[src/rtl/apb2axi_sync_fifo.sv]
// rtl/apb2axi_sync_fifo.sv - parametrised single-clock valid/ready FIFO with occupancy, watermark, peak monitor and flush
module apb2axi_sync_fifo #(
    parameter int ENTRY_WIDTH  = 64,
    parameter int DEPTH        = 4,
    parameter int AFULL_THRESH = DEPTH - 1,
    parameter int CNT_W        = $clog2(DEPTH + 1)
) (
    input  logic                   clk,
    input  logic                   resetn,
    input  logic                   flush,
    input  logic                   push_valid,
    output logic                   push_ready,
    input  logic [ENTRY_WIDTH-1:0] push_data,
    output logic                   pop_valid,
    input  logic                   pop_ready,
    output logic [ENTRY_WIDTH-1:0] pop_data,
    output logic [CNT_W-1:0]       count,
    output logic                   almost_full,
    output logic [CNT_W-1:0]       peak_count
);

    localparam int PTR_W = $clog2(DEPTH);
    localparam logic [CNT_W-1:0] DEPTH_C = CNT_W'(DEPTH);
    localparam logic [CNT_W-1:0] AFULL_C = CNT_W'(AFULL_THRESH);

    logic [ENTRY_WIDTH-1:0] mem [DEPTH];
    logic [PTR_W-1:0]       wptr;
    logic [PTR_W-1:0]       rptr;
    logic [CNT_W-1:0]       count_nxt;
    logic [CNT_W-1:0]       peak_nxt;
    logic                   push_hs;
    logic                   pop_hs;

    // Flags come from the count register only, so ready/valid never loop through.
    assign push_ready  = (count != DEPTH_C);
    assign pop_valid   = (count != '0);
    assign almost_full = (count >= AFULL_C);
    assign pop_data    = mem[rptr];

    assign push_hs = push_valid && push_ready;
    assign pop_hs  = pop_valid && pop_ready;

    always_comb begin
        count_nxt = count;
        if (push_hs && !pop_hs) begin
            count_nxt = count + CNT_W'(1);
        end else if (pop_hs && !push_hs) begin
            count_nxt = count - CNT_W'(1);
        end
        peak_nxt = (count_nxt > peak_count) ? count_nxt : peak_count;
    end

    always_ff @(posedge clk or negedge resetn) begin
        if (!resetn) begin
            wptr       <= '0;
            rptr       <= '0;
            count      <= '0;
            peak_count <= '0;
        end else if (flush) begin
            wptr       <= '0;
            rptr       <= '0;
            count      <= '0;
            peak_count <= '0;
        end else begin
            if (push_hs) begin
                wptr <= wptr + PTR_W'(1);
            end
            if (pop_hs) begin
                rptr <= rptr + PTR_W'(1);
            end
            count      <= count_nxt;
            peak_count <= peak_nxt;
        end
    end

    // Storage is left intact by flush; only reset zeroes it.
    always_ff @(posedge clk or negedge resetn) begin
        if (!resetn) begin
            for (int i = 0; i < DEPTH; i++) begin
                mem[i] <= '0;
            end
        end else if (push_hs && !flush) begin
            mem[wptr] <= push_data;
        end
    end

endmodule
[config.mk]
export PLATFORM = sky130hd
export DESIGN_NAME = apb2axi_sync_fifo
export DESIGN_NICKNAME = d
export VERILOG_FILES = /design/src/rtl/apb2axi_sync_fifo.sv
export SDC_FILE = /design/constraint.sdc
export NUM_CORES = 1
export LEC_CHECK = 0
export CAP_MARGIN = 10
export CORE_ASPECT_RATIO = 0.5
export CORE_MARGIN = 4
export CORE_UTILIZATION = 60
export CTS_BUF_LIST = sky130_fd_sc_hd__clkbuf_8
export DETAILED_ROUTE_END_ITERATION = 12
export DONT_BUFFER_PORTS = 1
export MAX_ROUTING_LAYER = met4
export PLACE_DENSITY = 0.79
export SLEW_MARGIN = 30
export SYNTH_ARGS = -nofsm -noshare
export SYNTH_HDL_FRONTEND = slang
export SYNTH_SLANG_ARGS = --single-unit
[constraint.sdc]
create_clock -name clk -period 2.5 [get_ports clk]
set_input_delay 0 -clock clk [delete_from_list [all_inputs] [get_ports clk]]
set_output_delay 0 -clock clk [all_outputs]
set_load 0.01 [all_outputs]
==> impl_metrics.toml <==
[sta]
setup_viol = 0
finalClockSkew_ps = 22.2
holdWs_ps = -812
tightest_slew_ps = 589
fin_ws_ps = 22.4
hold_violations = 266
rsz0062_at_grt = "true"
relSlewSlack_pct = 60.7
period_share_pct = 99.1
final_max_slew_viol_count = 0
fin_setup_tns_ps = 0
min_period_ps = 2480
max_freq_ghz = 0.404

[final_layout]
finalCoreUtilization_pct = 70.5
n_fill_cell = 1323
nNetsFinal = 879
layout-drive-gt1-share_pct = 51.8
syn_to_final_growth_pct = 13.2
antenna_cells = 0

[cts]
clk-insertion-delay-late_ps = 530
path_clk_slew_ps = 70
clk_path_buf_depth = 3
cts_tree = "done"
cts.sinks = 266
numCtsBuffers = 39
cts_hold_buf = 67
cts_root_buf = "clkbuf_8"
cts_htree_levels = 2

[detailed_routing]
vias_per_cell = 5.80
first_iter_violations = 375
postRouteAntennaNets = 0
wl_um = 25500
via_count = 6472
drcViolationCount = 0
wire_per_inst_um = 22.9
first_pass_iters = 4

[power_and_ir_drop]
combPwrFrac_pct = 40.8
clkPwrFrac_pct = 18.1
peakVddDrop_mv = 0.675
p_per_area_nw_per_um2 = 1240
p_leak_nw = 7.22
swShare_pct = 30.4
p_int_mw = 12.7
total_power_mw = 18.3
p_sw_mw = 5.56
seqPwrFrac_pct = 41.1

[global_route]
gr-usage-all-layers_pct = 22.0
grt_max_degree = 267
grt_pass1_vias = 7326
antenna_found_initial = 0
grt_first_pass_wirelength_um = 41500
grt-ovfl-total = 0

[yosys]
synthCells = 702
synth_cell_types = 34
synth.ff_latch_count = 266
async_reset_ff_share_pct = 100
ys.warnings.count = 0
syn_nets = 782
synth.cell_area_um2 = 13000
yosysSeqAreaShare_pct = 51.1
synth_edf_count = 0
syn-mean-instance-area_um2 = 18.6
synthFlopType = "dfrtp_1"

[critical_path]
cp.required_ps = 2930
cp-start-kind = "flip-flop"
cp-end-kind = "flip-flop"
worst-endpoint-arrival_ps = 2910
crit_fanout = 6
r2r_cells = 10
crit_type = "reg -> reg"

[run_status]
violations = "hold timing"
status = "finished, violations left"

[placement]
port_buffers = 0
dp_hpwl_um = 15300
place_congestion = 0.802
dp_slack_ps = -81.5

[floorplan]
die_area_um2 = 24300
die_y_um = 112
rows = 37
die_w_um = 216
start_util_pct = 62.3
core_area_um2 = 20900
ioPinCount = 142

[job]
maxCapViolCount = 0

[min_path]
hold_class = "in -> async"
critical path, cell delays in order (launching register included):
cell	delay, ps
dfrtp_2	440
inv_4	80
ha_4	180
or2b_1	160
o22ai_1	90
o32a_1	420
inv_2	90
ha_4	200
a211o_1	350
and2_4	200
a211oi_2	180
power groups by stage:
stage | Sequential, mW | Clock [mW] | Combinational [mW]
after floorplan | 7.05 | 0 | 6.05
after global placement | 7.41 | 0 | 6.75
after detailed placement | 7.52 | 0 | 6.93
after CTS | 7.50 | 3.42 | 7.31
after global routing | 7.76 | 3.65 | 7.88
final | 7.51 | 3.30 | 7.44
final timing paths:
kind	startpoint	to	slack [ps]
max	count[1]$_DFF_PN0_	peak_count[1]$_DFFE_PN0P_	20
min	resetn	peak_count[0]$_DFFE_PN0P_	-810
max reg2reg	count[1]$_DFF_PN0_	peak_count[1]$_DFFE_PN0P_	20
min reg2reg	mem[64]$_DFFE_PN0P_	mem[64]$_DFFE_PN0P_	500
max in group asynchronous	resetn	mem[192]$_DFFE_PN0P_	2820
min in group clk	push_valid	count[1]$_DFF_PN0_	100
layer usage:
| layer | global-route usage (%) | part of all wire, % | vias up |
|---|---|---|---|
| li1 | - | - | 2790 |
| met1 | 29.7 | 46 | 3509 |
| met4 | 4.86 | 1.7 | 0 |
| met5 | - | 0 | - |
| met3 | 5.57 | 4.9 | 43 |
| met2 | 34.5 | 47 | 130 |
kinds of logic after synthesis:
group / after synthesis / synth area share, %
AO/OA/AOI/OAI: 22 / 1.19
flip-flops: 266 / 51.1
XOR/XNOR: 4 / 0.269
multiplexers: 321 / 40.2
buffers and inverters: 52 / 4.73
AND/OR/NAND/NOR: 26 / 1.48
adder cells (fa/ha/maj): 11 / 1.06
cell type report:
type	instances	area, um2	share of cell area (%)
clock buffer	48	661	4.48
clock inverter	17	65.1	0.441
inverter	10	40.0	0.272
multi-input combinational	384	5870	39.8
sequential	266	6660	45.2
tap	292	365	2.48
timing repair buffer	98	1080	7.31
repair_timing:
item,CTS,global route
gates resized for setup,10,10
endpoints found under the hold margin,532,266
setup endpoints to repair,3,62
pin swaps,5,9
buffers inserted,3,3
gates cloned,0,0
layout by cell type (no fill, tap or decap), types with 9 or more instances in the layout:
cell	synthesis	routed
buf_4	0	17
buf_12	25	14
mux4_2	64	64
clkbuf_8	0	48
inv_1	10	23
mux2_4	240	240
mux2_2	16	16
nor2_1	10	9
dlygate4sd3_1	0	67
dfrtp_1	266	263
flip-flops by register name, summed over array words and instances, names as in the netlist:
name,flops
rptr,2
wptr,2
count,3
mem,256
peak_count,3
synthesized netlist by cell type (5+ instances only):
cell	number	area [um2]
mux2_4	240	3600
mux2_2	16	180
buf_1	5	18.8
inv_1	10	37.5
a21oi_1	6	30.0
mux4_2	64	1440
clkbuf_1	6	22.5
nor2_1	10	37.5
dfrtp_1	266	6660
buf_12	25	500
buf_2	5	25.0
ha_1	11	138
stage by stage:
step / hold WS [ps] / area (um2) / cells
floorplan: -296 / 13000 / 702
global placement: -288 / 13200 / 977
detailed placement: -289 / 13200 / 977
CTS: -870 / 14700 / 1112
global route: -867 / 14700 / 1115
finish: -812 / 14700 / 1115
No activity file was read; power rests on OpenSTA's default activity.
